### config.mk
export PLATFORM = sky130hd
export DESIGN_NAME = src_addr_gen
export DESIGN_NICKNAME = d
export VERILOG_FILES = /design/src/rtl/src_addr_gen.sv
export SDC_FILE = /design/constraint.sdc
export NUM_CORES = 1
export LEC_CHECK = 0
export CAP_MARGIN = 30
export CORE_MARGIN = 1.5
export CORE_UTILIZATION = 53
export CTS_CLUSTER_SIZE = 10
export DETAILED_ROUTE_END_ITERATION = 16
export MAX_ROUTING_LAYER = met4
export PLACE_DENSITY = 0.76
export SLEW_MARGIN = 25
export SYNTH_ARGS = -nofsm -noshare
export SYNTH_HDL_FRONTEND = slang
export SYNTH_SLANG_ARGS = --single-unit
### constraint.sdc
create_clock -name clk -period 3.3 [get_ports clk]
set_input_delay 0.33 -clock clk [delete_from_list [all_inputs] [get_ports clk]]
set_output_delay 0.33 -clock clk [all_outputs]
set_load 0.01 [all_outputs]
### src/rtl/src_addr_gen.sv
// Multi-channel source-address generator: per-channel load/stride/limit plus a single-channel burst stepper.
// Define SRC_ADDR_GEN_SAT_EN to saturate at the limit instead of wrapping modulo limit+1.
module src_addr_gen #(
    parameter int N   = 10,
    parameter int NCH = 4,
    parameter int CW  = (NCH > 1) ? $clog2(NCH) : 1,
    parameter int LW  = 8
) (
    input  logic               clk,
    input  logic               rst_n,
    input  logic [CW-1:0]      ch_sel,
    input  logic [N-1:0]       D,
    input  logic [N-1:0]       mov_in,
    input  logic               pim_load,
    input  logic               mov_load,
    input  logic               update,
    input  logic               cfg_we,
    input  logic [N-1:0]       cfg_stride,
    input  logic [N-1:0]       cfg_limit,
    input  logic               burst_start,
    input  logic [LW-1:0]      burst_len,
    output logic [NCH*N-1:0]   Q,
    output logic [N-1:0]       q_sel,
    output logic [NCH-1:0]     wrap,
    output logic               busy,
    output logic               done,
    output logic               cfg_err
);

    // state   | meaning
    // ST_IDLE | waiting for burst_start
    // ST_RUN  | stepping bch_q once per cycle, cnt_q steps left
    // ST_FIN  | one-cycle done pulse, then back to idle
    typedef enum logic [1:0] {ST_IDLE, ST_RUN, ST_FIN} state_t;

    state_t          state_q, state_d;
    logic [CW-1:0]   bch_q, bch_d;
    logic [LW-1:0]   cnt_q, cnt_d;
    logic [N-1:0]    addr_q   [NCH];
    logic [N-1:0]    addr_d   [NCH];
    logic [N-1:0]    stride_q [NCH];
    logic [N-1:0]    stride_d [NCH];
    logic [N-1:0]    limit_q  [NCH];
    logic [N-1:0]    limit_d  [NCH];
    logic [NCH-1:0]  wrap_q, wrap_d;
    logic            cfg_err_q, cfg_err_d;

    logic            burst_stall;
    logic            burst_step;
    logic [N:0]      cfg_lim_p1;
    logic            cfg_bad;
    logic [N:0]      sum;
    logic            sel;
    logic            step;

    assign cfg_lim_p1 = {1'b0, cfg_limit} + (N+1)'(1);
    assign cfg_bad    = (cfg_stride == '0) || ({1'b0, cfg_stride} > cfg_lim_p1);

    always_comb begin
        state_d     = state_q;
        bch_d       = bch_q;
        cnt_d       = cnt_q;
        burst_step  = 1'b0;
        burst_stall = (pim_load || mov_load) && (ch_sel == bch_q);
        case (state_q)
            ST_IDLE: begin
                if (burst_start) begin
                    if (burst_len != '0) begin
                        bch_d   = ch_sel;
                        cnt_d   = burst_len;
                        state_d = ST_RUN;
                    end else begin
                        state_d = ST_FIN;
                    end
                end
            end
            ST_RUN: begin
                // a load to the burst channel freezes the burst for that cycle
                if (!burst_stall) begin
                    burst_step = 1'b1;
                    cnt_d      = cnt_q - LW'(1);
                    if (cnt_q == LW'(1)) begin
                        state_d = ST_FIN;
                    end
                end
            end
            ST_FIN:  state_d = ST_IDLE;
            default: state_d = ST_IDLE;
        endcase
    end

    always_comb begin
        cfg_err_d = cfg_err_q;
        wrap_d    = '0;
        sum       = '0;
        sel       = 1'b0;
        step      = 1'b0;
        for (int i = 0; i < NCH; i++) begin
            addr_d[i]   = addr_q[i];
            stride_d[i] = stride_q[i];
            limit_d[i]  = limit_q[i];
        end
        for (int i = 0; i < NCH; i++) begin
            sel  = (ch_sel == CW'(i));
            step = (update && sel && !((state_q == ST_RUN) && (bch_q == CW'(i))))
                 || (burst_step && (bch_q == CW'(i)));
            sum  = {1'b0, addr_q[i]} + {1'b0, stride_q[i]};
            if (pim_load && sel) begin
                addr_d[i] = D;
            end else if (mov_load && sel) begin
                addr_d[i] = mov_in;
            end else if (step) begin
                if (sum > {1'b0, limit_q[i]}) begin
`ifdef SRC_ADDR_GEN_SAT_EN
                    addr_d[i] = limit_q[i];
                    wrap_d[i] = (addr_q[i] < limit_q[i]);
`else
                    addr_d[i] = N'(sum - ({1'b0, limit_q[i]} + (N+1)'(1)));
                    wrap_d[i] = 1'b1;
`endif
                end else begin
                    addr_d[i] = sum[N-1:0];
                end
            end
            if (cfg_we && sel) begin
                limit_d[i] = cfg_limit;
                if (cfg_bad) begin
                    stride_d[i] = N'(1);
                    cfg_err_d   = 1'b1;
                end else begin
                    stride_d[i] = cfg_stride;
                end
            end
        end
    end

    always_ff @(posedge clk) begin
        if (!rst_n) begin
            state_q   <= ST_IDLE;
            bch_q     <= '0;
            cnt_q     <= '0;
            wrap_q    <= '0;
            cfg_err_q <= 1'b0;
            for (int i = 0; i < NCH; i++) begin
                addr_q[i]   <= '0;
                stride_q[i] <= N'(1);
                limit_q[i]  <= '1;
            end
        end else begin
            state_q   <= state_d;
            bch_q     <= bch_d;
            cnt_q     <= cnt_d;
            wrap_q    <= wrap_d;
            cfg_err_q <= cfg_err_d;
            for (int i = 0; i < NCH; i++) begin
                addr_q[i]   <= addr_d[i];
                stride_q[i] <= stride_d[i];
                limit_q[i]  <= limit_d[i];
            end
        end
    end

    always_comb begin
        Q     = '0;
        q_sel = '0;
        for (int i = 0; i < NCH; i++) begin
            Q[i*N +: N] = addr_q[i];
            if (ch_sel == CW'(i)) begin
                q_sel = addr_q[i];
            end
        end
    end

    assign wrap    = wrap_q;
    assign busy    = (state_q == ST_RUN);
    assign done    = (state_q == ST_FIN);
    assign cfg_err = cfg_err_q;

endmodule

==> results of run 1 <==
[worst max-delay path: stages, from the launching register on]
cell and delay [ps]:
dfxtp_2 330, buf_4 150, ha_1 290, a21oi_1 240
o21ai_0 170, a21oi_1 230, nor2_1 110, xor2_1 320
ha_1 340, nand2_2 110, nor3_4 40, o21ai_1 80
nand3_1 100, a221o_2 420, a31oi_4 290, buf_12 150
mux2i_1 180, o21ai_1 80
[through the flow]
step | setup TNS [ps] | std cells | total power [mW]
after global placement | -8990 | 1782 | 3.81
after detailed placement | -13930 | 1782 | 3.85
after floorplan | -815 | 1307 | 2.99
after CTS | -8390 | 1877 | 6.16
final | -13940 | 1892 | 6.50
after global routing | -18560 | 1892 | 6.65
[registers in the layout, indices dropped and copies added, names as in the netlist, named ones only]
signal / flops
addr_q: 40
limit_q: 40
stride_q: 40
cnt_q: 8
wrap: 4
bch_q: 2
state_q: 2
[area by class of cell]
class                      count  area, um^2  share of cell area (%)
multi-input combinational   1003        7960                    52.6
timing repair buffer         357        3070                    20.3
sequential                   137        2760                    18.3
clock buffer                  17         425                    2.81
inverter                      97         364                    2.41
tap                          265         332                    2.19
clock inverter                15         223                    1.47
antenna                        1        2.50                  0.0165
[cell usage after synthesis (all sizes together), types with 5 or more instances]
cell	count
nor3	26
nor2b	22
ha	97
xor2	25
inv	96
a31o	6
mux4	10
o21bai	11
nand2b	10
a21boi	5
o221ai	10
or2	5
clkbuf	55
o211ai	46
nand2	123
or3	6
o21a	20
nand3	62
a31oi	20
o221a	5
mux2	5
mux2i	29
o21ai	81
nor4	14
dfxtp	137
xnor2	42
nor2	81
fa	8
and2	11
a22oi	10
buf	16
o31ai	42
a21o	15
a21oi	70
a211oi	16
o22ai	13
nand4	7
and3	8
[metal layers]
metal	vias to the layer above	GRT usage (%)	routed length (um)
met5	-	-	0
met4	0	26.8	3690
met3	292	9.01	4710
met2	852	63.7	20600
met1	5782	48.2	16600
li1	5390	-	-
[report_power, final]
part           internal [mW]  switching (mW)  leakage, nW
clock                   1.34           0.856        0.306
sequential              1.77          0.0926         1.12
combinational           1.13            1.30         5.29
[cell families after synthesis]
| kind of cell | share of synthesized area, % |
|---|---|
| mux | 5.40 |
| simple gates | 17.7 |
| xor+xnor | 5.54 |
| fa+ha+maj | 13.0 |
| buf+inv | 6.40 |
| flops | 25.9 |
| compound gates | 26.1 |
[how the worst min path moves through the flow]
| stage | startpoint | to | slack, ps | depth (start not counted) |
|---|---|---|---|---|
| after floorplan | stride_q[0][2] | stride_q[0][2] | 450 | 2 |
| after global placement | flop | flop | 440 | 2 |
| after detailed placement | flop | flop | 440 | 2 |
| after CTS | flop | flop | 450 | 2 |
| after global routing | rst_n | limit_q[0][0] | 490 | 3 |
| final | flop | flop | 450 | 2 |
[what timing repair did]
| item | 4_1_cts | 5_1_grt |
|---|---|---|
| endpoints found under the setup margin | 43 | 44 |
| resized for setup | 62 | 90 |
| cloned | 1 | 0 |
| pin swaps | 73 | 70 |
| buffers inserted | 63 | 18 |
==> summary.txt, run 1 <==
Outcome
  • Outcome: finished, violations left
  • Failing checks: negative setup slack

Timing
  • Final setup fails: between 40 and 50
  • Hold slack: 455 ps
  • Worst-Margin Slew: about 780 ps
  • Pins Over Slew Limit: 0
  • Setup ws final: -460 ps
  • F_max: approximately 0.27 GHz
  • Slew Limit Headroom: about half
  • Clock Skew: 11.7 ps
  • Post-route clock period utilization: 114%
  • Min cycle time layout: ~3800 ps
  • Final-report hold violation count: 0
  • RSZ-0062 raised after global routing: true

Clocking
  • H-Tree Depth: 4
  • CTS sink cnt: 137
  • CTS Buf Count: 17
  • Clk Latency, worst-skew pair: 450 ps
  • Clock tree buffer depth: 2
  • Clock transition at path regs: around 70 ps
  • CTS Hold Bufs: 0
  • Clk root buf: clkbuf_16
  • CTS tree: yes

Detailed routing
  • WL/cell: 24.1 um
  • Drt total wl: ~46000 um
  • # DRC: 0
  • 1st-pass router iterations: 6
  • Post-route ant nets: 0
  • Via/cell ratio: roughly 6.5
  • Routed vias: approximately 12000
  • Drt first-iter violations: between 1500 and 2000

Synthesis
  • Seq cells post-synth: ~140
  • Primary FF master, synth: dfxtp_1
  • Register area share after synthesis: between 20% and 30%
  • Ys async rst share: 0%
  • Post-synth EDFFs: 0
  • Synthesis Warnings: 0
  • Synth Net Count: between 1000 and 1500
  • Cell taking the most area after synthesis: dfxtp_1
  • Yosys cell types: 85
  • Area contributors post-synth: dfxtp_1, ha_1, nand2_1
  • Synth Instances: about 1300
  • Synth Cell Area: between 10000 and 15000 um^2
  • Synth top area share: roughly a quarter
  • Mapped Avg Cell Area: 8.11 um^2

Setup path
  • R2r worst-path depth: 17
  • Worst setup SP type: flop
  • Crit path from: addr_q[3][1]
  • R2R Path Start: addr_q[3][1]
  • Crit path capture type: flop
  • Setup CP Type: reg2reg
  • Worst-path fanout max: 4
  • Flop2flop setup slack: -460 ps
  • Reg2reg end: addr_q[3][9]
  • Worst EP required: between 3000 and 4000 ps
  • Crit path capture: addr_q[3][9]
  • CP arrival: 4080 ps

Place
  • Placed Area: 13100 um^2
  • Post-DP HPWL: slightly below 30000 um
  • Dpl ws: -413 ps
  • Placer's final routability congestion estimate: 0.996
  • Port Buf Inserts: between 100 and 150

Global routing
  • Total grt overflow: 0
  • Pin count of the biggest net entering global routing: between 100 and 150
  • Vias in the first global route: 11300
  • Initial antenna violation count: 1
  • First-pass GRT wire length: between 60000 and 70000 um
  • GRT Total Usage: between 40 and 50%

Die
  • Ports: roughly 110
  • Total die area: 20800 um^2
  • Rows: between 50 and 60
  • DIE HEIGHT: 144 um
  • Total core area: a little under 20000 um^2
  • Starting Density: a little over half
  • Die width: 144 um

Final layout
  • Fin area: ~15000 um^2
  • Final Util: 77.5%
  • Layout cells sized above 1: between 20% and 30%
  • Fill cell count: 1284
  • Commonest cells after routing, fill and taps aside: buf_4, dfxtp_1, nand2_1
  • Nets: between 1500 and 2000
  • Area delta synth->final: 42.8%
  • Most common cell after layout, fill and taps aside: buf_4

Power
  • Leak: between 6 and 7 nW
  • Pwr Density: 429 nW/um^2
  • Peak VDD IR: 0.000422 V

Worst hold path
  • Hold Path Class: reg2reg

Job
  • Maxcap violations: 0
Power figures use the tool's default switching activity.
==> inputs of run 2 (changes only) <==
Settings changed: CORE_MARGIN 1.5 to 2.
==> summary.txt, run 2 (same netlist as run 1, synthesis figures left out) <==
Power
  • Reg power frac: slightly above 30%
  • Peak VDD IR: about 0.00034 V
  • Net Sw Frac: about a third
  • Comb pwr share: 37.0%
  • Power share of the clock group: 32.5%
  • Switching pwr: 2.08 mW
  • Internal: 4.01 mW
  • Pwr Density: roughly 420 nW/um^2
  • Leak: ~6.5 nW

Die
  • Total core area: a little under 20000 um^2
  • Rows: ~50
  • Starting Density: 54.3%
  • DIE HEIGHT: around 150 um
  • Ports: 114
  • Total die area: 21100 um^2
  • Die width: 145 um

Setup path
  • Crit path capture type: flop
  • CP arrival: 4070 ps
  • Setup CP Type: reg2reg
  • Worst EP required: between 3000 and 4000 ps
  • Worst-path fanout max: 5
  • Worst setup SP type: flop

Global routing
  • Initial antenna violation count: 0
  • Total grt overflow: 0
  • Vias in the first global route: roughly 11000
  • GRT Total Usage: about two fifths
  • Pin count of the biggest net entering global routing: approximately 130
  • First-pass GRT wire length: 61000 um

Detailed routing
  • 1st-pass router iterations: 7
  • Met2 Wirelength: between 15000 and 20000 um
  • Post-route ant nets: 0
  • WL/cell: about 23 um
  • Drt total wl: between 40000 and 50000 um
  • Wl on met1: ~16000 um
  • Routed vias: about 12000
  • Drt first-iter violations: around 1200
  • Via/cell ratio: 6.22
  • Top Metal Used: met4
  • # DRC: 0
  • Metal3 WL: approximately 3900 um

Timing
  • Final-report hold violation count: 0
  • F_max: between 0.2 and 0.3 GHz
  • Setup ws final: -463 ps
  • Worst-Margin Slew: 841 ps
  • Slew Limit Headroom: a little over two fifths
  • Final setup fails: 42
  • Min cycle time layout: roughly 3800 ps
  • Clock Skew: ~15 ps
  • Post-route clock period utilization: 114%
  • Pins Over Slew Limit: 0
  • RSZ-0062 raised after global routing: true

Final layout
  • Area delta synth->final: 38.4%
  • Antenna cells: 0
  • Fill cell count: 1431
  • Area occupied by multi-input gates: between 7000 and 8000 um^2
  • Layout cells sized above 1: about 25%
  • Commonest cells after routing, fill and taps aside: buf_4, dfxtp_1, nand2_1
  • Most common cell after layout, fill and taps aside: buf_4
  • Reg area: around 2800 um^2
  • Nets: between 1500 and 2000
  • Top flop regs: addr_q (40), limit_q (40), stride_q (40)
  • Post-Layout Cell Count: between 1500 and 2000

Job
  • Maxcap violations: 0

Clocking
  • CTS Buf Count: 17
  • Clock transition at path regs: 70 ps
  • CTS Hold Bufs: 0
  • CTS tree: yes
  • Clk root buf: clkbuf_16
  • Clk Latency, worst-skew pair: ~450 ps
  • CTS sink cnt: around 140
  • Clock tree buffer depth: 2
  • H-Tree Depth: 4

Worst hold path
  • Hold Path Class: in2reg

Place
  • Dpl ws: -461 ps
  • DP Cell Count: around 1800
  • Port Buf Inserts: between 100 and 150
  • Post-DP HPWL: ~29000 um
  • Placer's final routability congestion estimate: 1.02

Outcome
  • Failing checks: negative setup slack
  • Outcome: finished, violations left
-- run 2: cell types whose count changed in the layout (fill, tap and decap cells not counted), sizes merged, moves of 2 or more --
cell | before | now
buf | 245 | 210
bufinv | 5 | 2
clkbuf | 17 | 24
clkinvlp | 4 | 2
inv | 99 | 97
-- run 2: layer usage --
| metal | GRT usage, % | up-vias |
|---|---|---|
| met5 | - | - |
| met4 | 20.4 | 0 |
| met3 | 6.99 | 195 |
| met2 | 59.6 | 660 |
| met1 | 47.2 | 5382 |
| li1 | - | 5299 |
-- run 2: what timing repair did --
item,CTS,global route
buffers inserted,26,17
cloned,1,0
endpoints found under the setup margin,43,44
gates resized for setup,71,54
pin swaps,62,55
-- run 2: critical path, cell delays in order, from the launching register on --
cell and delay (ps):
dfxtp_4 360, ha_4 130, inv_2 30, fa_2 340, nor2b_1 130, o21ai_1 80, a21boi_1 210, buf_4 170
o41ai_4 70, o21ba_4 240, xnor2_2 140, ha_1 360, and3_4 210, nand3_2 90, o22ai_2 230, o21bai_4 160
o211ai_4 140, buf_4 180, o31ai_2 220, o22ai_1 130
-- run 2: final timing paths --
path                 from           end  slack [ps]  depth (start not counted)
max          addr_q[2][0]  addr_q[2][4]        -460                         19
min                 rst_n      cnt_q[2]         340                          3
max reg2reg  addr_q[2][0]  addr_q[2][4]        -460                         19
min reg2reg          flop          flop         450                          2
-- run 2: metrics by stage --
step / total power [mW] / util (%) / cell area, um^2 / hold slack [ps] / setup TNS (ps)
CTS: 5.90 / 73.1 / 14300 / 337 / -8630
global route: 6.30 / 75.1 / 14700 / 380 / -17720
finish: 6.09 / 75.1 / 14700 / 345 / -11570
floorplan: 2.99 / - / 10700 / 450 / -815
global placement: 3.83 / 67.4 / 13200 / 438 / -7520
detailed placement: 3.86 / 67.4 / 13200 / 442 / -12640
-- run 2: final cells by class --
cell class / instances / area share (%)
repair buffers: 322 / 19.0
clock inverters: 7 / 0.623
multi-input cells: 1002 / 53.4
well taps: 265 / 2.26
inverters: 97 / 2.48
clock buffers: 24 / 3.35
flip-flops and latches: 137 / 18.8
-- run 2: power by group through the flow --
| stage | clock network (mW) | registers [mW] | logic (mW) |
|---|---|---|---|
| final | 1.98 | 1.86 | 2.25 |
| after global routing | 2.04 | 1.86 | 2.39 |
| after CTS | 1.96 | 1.85 | 2.09 |
| after detailed placement | 0 | 1.88 | 1.98 |
| after global placement | 0 | 1.88 | 1.95 |
| after floorplan | 0 | 1.90 | 1.09 |
